`src/rtl/led_controller_pkg.sv`:
```
// led_controller_pkg: shared constants and types for the LED DMA controller.
//   LED_NUM / LED_MEM / DATA_ADDR_WIDTH / LED_NUM_WIDTH : default geometry
//   led_state_t : controller state encoding (IDLE, READ, DRAIN)
//   idx_width()  : index width that stays >= 1 even for a single LED
package led_controller_pkg;

  localparam int DATA_ADDR_WIDTH = 10;
  localparam int LED_NUM         = 16;
  localparam int LED_MEM         = 'h3F0;

  // $clog2(1) is 0, which would give a zero-width index register.
  function automatic int idx_width(input int n);
    return (n <= 1) ? 1 : $clog2(n);
  endfunction

  localparam int LED_NUM_WIDTH = idx_width(LED_NUM);

  typedef enum logic [1:0] {
    IDLE  = 2'd0,
    READ  = 2'd1,
    DRAIN = 2'd2
  } led_state_t;

endpackage

```
`src/rtl/led_controller.sv`:
```
// led_controller: memory-to-pins DMA. On copy_start it reads LED_COUNT
// consecutive 16-bit words starting at LED_ADDR, reduces each to one bit
// (nonzero = lit) and commits the whole frame to leds_out in one edge.
// Ports:
//   clk          system clock, rising edge
//   reset        asynchronous, active-low
//   copy_start   copy request, sampled only in IDLE
//   mem_din_re   memory read enable (READ only)
//   mem_din_addr memory read address
//   mem_din      read data, valid one cycle after its address
//   busy         high in READ and DRAIN
//   done         one-cycle pulse after the frame is committed
//   leds_out     LED drive; bit LED_COUNT-1-i = word at LED_ADDR+i
module led_controller
  import led_controller_pkg::*;
#(
  parameter int LED_COUNT       = LED_NUM,
  parameter int LED_ADDR        = LED_MEM,
  parameter int ADDR_WIDTH      = DATA_ADDR_WIDTH,
  parameter int LED_COUNT_WIDTH = idx_width(LED_COUNT)
) (
  input  logic                  clk,
  input  logic                  reset,
  input  logic                  copy_start,
  output logic                  mem_din_re,
  output logic [ADDR_WIDTH-1:0] mem_din_addr,
  input  logic [15:0]           mem_din,
  output logic                  busy,
  output logic                  done,
  output logic [LED_COUNT-1:0]  leds_out
);

  localparam logic [ADDR_WIDTH-1:0] FIRST_ADDR = ADDR_WIDTH'(LED_ADDR);
  localparam logic [ADDR_WIDTH-1:0] LAST_ADDR  = ADDR_WIDTH'(LED_ADDR + LED_COUNT - 1);

  led_state_t                 state;
  led_state_t                 state_next;
  logic [ADDR_WIDTH-1:0]      addr;
  logic [ADDR_WIDTH-1:0]      offset;
  logic                       rd_valid;
  logic [LED_COUNT_WIDTH-1:0] rd_idx;
  logic [LED_COUNT-1:0]       shadow;
  logic [LED_COUNT-1:0]       shadow_cap;

  assign mem_din_re   = (state == READ);
  assign busy         = (state == READ) || (state == DRAIN);
  assign mem_din_addr = addr;
  assign offset       = addr - FIRST_ADDR;

  always_comb begin
    state_next = state;
    unique case (state)
      IDLE:    if (copy_start) state_next = READ;
      READ:    if (addr == LAST_ADDR) state_next = DRAIN;
      DRAIN:   state_next = IDLE;
      default: state_next = IDLE;
    endcase
  end

  // The word addressed on the previous cycle arrives now; fold it into the
  // shadow frame. DRAIN commits this merged value so the last word is not
  // lost to the one-cycle RAM latency.
  always_comb begin
    shadow_cap = shadow;
    for (int i = 0; i < LED_COUNT; i++) begin
      if (rd_valid && (rd_idx == LED_COUNT_WIDTH'(LED_COUNT - 1 - i)))
        shadow_cap[i] = |mem_din;
    end
  end

  always_ff @(posedge clk or negedge reset) begin
    if (!reset) begin
      state    <= IDLE;
      addr     <= FIRST_ADDR;
      rd_valid <= 1'b0;
      rd_idx   <= '0;
      shadow   <= '0;
      leds_out <= '0;
      done     <= 1'b0;
    end else begin
      state    <= state_next;
      shadow   <= shadow_cap;
      rd_valid <= (state == READ);
      done     <= (state == DRAIN);
      if (state == READ) begin
        rd_idx <= LED_COUNT_WIDTH'(offset);
        addr   <= (addr == LAST_ADDR) ? FIRST_ADDR : addr + ADDR_WIDTH'(1);
      end
      // Single commit point: pins never show a partially copied frame.
      if (state == DRAIN)
        leds_out <= shadow_cap;
    end
  end

endmodule

```
`config.mk`:
```
export PLATFORM = sky130hd
export DESIGN_NAME = led_controller
export DESIGN_NICKNAME = d
export VERILOG_FILES = /design/src/rtl/led_controller_pkg.sv /design/src/rtl/led_controller.sv
export SDC_FILE = /design/constraint.sdc
export NUM_CORES = 1
export LEC_CHECK = 0
export BUFFER_PORTS_ARGS = -buffer_cell sky130_fd_sc_hd__buf_2
export CAP_MARGIN = 10
export CORE_ASPECT_RATIO = 2
export CORE_UTILIZATION = 40
export CTS_CLUSTER_DIAMETER = 100
export CTS_CLUSTER_SIZE = 14
export DETAILED_ROUTE_END_ITERATION = 10
export GPL_ROUTABILITY_DRIVEN = 0
export PLACE_DENSITY = 0.73
export SYNTH_ARGS = -nofsm -noshare
export SYNTH_HDL_FRONTEND = slang
export SYNTH_SLANG_ARGS = --single-unit
```
`constraint.sdc`:
```
create_clock -name clk -period 1.6 [get_ports clk]
set_input_delay 0 -clock clk [delete_from_list [all_inputs] [get_ports clk]]
set_output_delay 0 -clock clk [all_outputs]
set_load 0.005 [all_outputs]
```
==> results.yml <==
synth:
  ys_async_sr_fraction_pct: 100
  synth_most_common_cell: "dfrtp_1"
  ys_top_cells_by_area: "dfrtp_1, dfstp_2, a21oi_1"
  netlist_top_cells_count: "dfrtp_1, nand2_1, a21oi_1"
  ys_seq_area_share_pct: 47.5
  ys.flop_type: "dfrtp_1"
  ys_warn_count: 0
  synth_top_area_share_pct: 41.5
  ys_types: 50
  synth_edf_count: 0
  synth_top_area_cell: "dfrtp_1"
  synthesis.area_um2: 2650
  syn_avg_cell_area_um2: 10.2
  ys_ff_latch: 50
  synth_nets: 285
  synthCells: 261
layout:
  nFillCells: 643
  stdcell_count: 404
  area_growth_pct: 22.7
  layout.nets: 341
  n_antenna_cell: 0
  drive_gt1_share_pct: 32.1
  utilization_pct: 51.2
routing:
  vias: 2230
  drtPass1Iterations: 4
  dr_wl_met2_mm: 3.54
  routed_wl_mm: 6.18
  wl_met3_um: 164
  drt-met1-wl_mm: 2.36
  ant_nets: 0
  drtIter0Drc: 57
  post_drt_wl_per_cell_um: 15.3
  top_layer_used: "met4"
  viasPerCell: 5.52
  route.detailed.drc: 0
critical_path:
  cp.required_ns: 1.81
  critPathArrivalTime_ns: 1.76
  crit_fanout: 11
  path_class: "reg2reg"
  cp-start-kind: "flip-flop"
  end_kind: "flip-flop"
timing:
  totalNegativeSetupSlack_ns: 0
  period_minus_slack_ns: 1.55
  maxSlewHeadroom_pct: 71.0
  finalSetupViolations: 0
  drv_slew: 0
  timing.final.crit_share_pct: 96.7
  max_freq_mhz: 646
  worstMarginPinSlew_ns: 0.434
  hold_viol: 0
  skew_ns: 0.00604
  grt_setup_unrepaired: "no"
power_and_ir_drop:
  intPower_w: 0.00346
  leakagePower_nw: 1.38
  finalPower_w: 0.00546
  swShare_pct: 36.6
  power.clock.fraction_pct: 19.5
  p_seq_share_pct: 37.4
  combPwrFrac_pct: 43.1
  ir_worst_vdd_v: 0.000976
  power_switching_w: 0.00199
  p_per_area_nw_per_um2: 1680
placed_design:
  io_buffer_count: 47
  hpwlAfterDp_mm: 4.71
  placed_cells: 395
die:
  num_rows: 41
  die_w_um: 59.6
  dieArea_um2: 6980
  fp.dieH_um: 117
  start_util_pct: 41.7
  ioPinCount: 48
  core-area_um2: 6360
cts:
  cts_buffers: 5
  htree_levels: 2
  clkSinkCount: 50
  clock_latency_ns: 0.29
  cts_tree: "yes"
  cts.path.max_buffers: 2
  clockRootBuffer: "clkbuf_16"
  cts.clk_slew.worst_paths_ns: 0.06
  cts_setup_buffers: 0
global_routing:
  grt_antenna_before_repair: 0
  grtUsageTotal_pct: 20.1
  grt_pass1_wl_mm: 10.5
  grt_overflow: 0
  grt_pass1_vias: 2159
  grt_max_degree: 26
flow_run:
  cap_violations: 0
status:
  outcome: "complete, no violations"
worst_hold_path:
  hold_class: "in2reg"
-- cell type report --
cell class / instances / area [µm²] / share of cell area, %
flip-flops and latches: 50 / 1260 / 38.7
multi-input cells: 179 / 1250 / 38.4
repair buffers: 74 / 465 / 14.3
clock buffers: 7 / 143 / 4.38
well taps: 86 / 108 / 3.31
inverters: 7 / 26.3 / 0.807
clock inverters: 1 / 5.00 / 0.154
-- registers in the layout (all words and copies together), names as in the netlist --
signal	count
done	1
mem_din_addr	10
leds_out	16
state	2
rd_valid	1
rd_idx	4
shadow	16
-- critical path, cell delays in order (launching register included) --
cell	delay (ns)
dfrtp_1	0.50
or3b_4	0.46
or3_1	0.37
o221ai_2	0.13
-- logic make-up (layout without fill, tap and decap cells) --
| family | count (synthesis) | after routing | synth area share (%) |
|---|---|---|---|
| simple gates | 86 | 86 | 19.9 |
| compound gates | 78 | 78 | 20.2 |
| flops | 50 | 50 | 47.5 |
| buf+inv | 32 | 89 | 5.99 |
| mux | 7 | 7 | 3.07 |
| fa+ha+maj | 5 | 5 | 2.36 |
| xor+xnor | 3 | 3 | 0.991 |
-- cell usage in the layout, fill, tap and decap left out, types with 2 or more instances in the layout --
cell / netlist / layout
a21oi_1: 22 / 22
a221o_1: 3 / 3
a311o_1: 3 / 3
a31oi_1: 13 / 13
and3_1: 5 / 5
and3b_1: 2 / 2
and4_1: 5 / 5
buf_12: 0 / 2
buf_2: 16 / 47
buf_4: 5 / 24
clkbuf_16: 0 / 5
dfrtp_1: 44 / 44
dfstp_2: 6 / 6
ha_1: 5 / 3
inv_1: 6 / 5
mux2_1: 2 / 2
mux2_2: 3 / 3
nand2_1: 23 / 23
nand2b_1: 5 / 5
nand3_1: 14 / 14
nand4_1: 4 / 4
nor2_1: 4 / 4
nor2b_1: 5 / 5
nor3_1: 6 / 6
nor4_2: 4 / 4
o211ai_1: 12 / 12
o21ai_0: 5 / 5
o21ai_1: 2 / 2
o221ai_1: 2 / 2
o311ai_0: 5 / 5
o311ai_1: 3 / 3
o31ai_1: 3 / 3
xnor2_1: 2 / 2
-- metal layers --
layer  global-route usage [%]  up-vias
met3                     3.30        9
met2                     37.3       47
li1                         -     1093
met5                        0        -
met4                     8.37        0
met1                     22.0     1081
-- metrics by stage --
| step | hold WS (ns) | setup slack (ns) | instance area, µm² |
|---|---|---|---|
| floorplan | -0.296 | 0.0149 | 2660 |
| global placement | -0.0435 | 0.106 | 3080 |
| detailed placement | -0.0478 | 0.0631 | 3080 |
| CTS | 0.141 | 0.0385 | 3240 |
| global route | 0.170 | 0.00486 | 3250 |
| finish | 0.148 | 0.0522 | 3250 |
-- power by group through the flow --
stage                     clock [W]  sequential (W)  combinational (W)
final                       0.00106         0.00204            0.00235
after CTS                   0.00108         0.00204            0.00235
after global routing        0.00112         0.00210            0.00262
after detailed placement          0         0.00206            0.00234
after floorplan                   0         0.00192            0.00152
after global placement            0         0.00204            0.00229
-- worst paths after layout --
path / start / to / slack [ns] / cells past startpoint
max: rd_idx[2] / leds_out[6] / 0.05 / 3
min: copy_start / state[1] / 0.15 / 4
max reg2reg: rd_idx[2] / leds_out[6] / 0.05 / 3
min reg2reg: shadow[10] / shadow[10] / 0.49 / 1
max in group asynchronous: reset / mem_din_addr[5] / 0.82 / 3
min in group asynchronous: reset / shadow[0] / 0.17 / 2
-- timing repair --
item | CTS | global route
setup endpoints to repair | 0 | 4
hold buffers | 1 | 0
hold endpoints to repair | 17 | 0
resized for setup | 0 | 2
No activity file was read; power rests on OpenSTA's default activity.
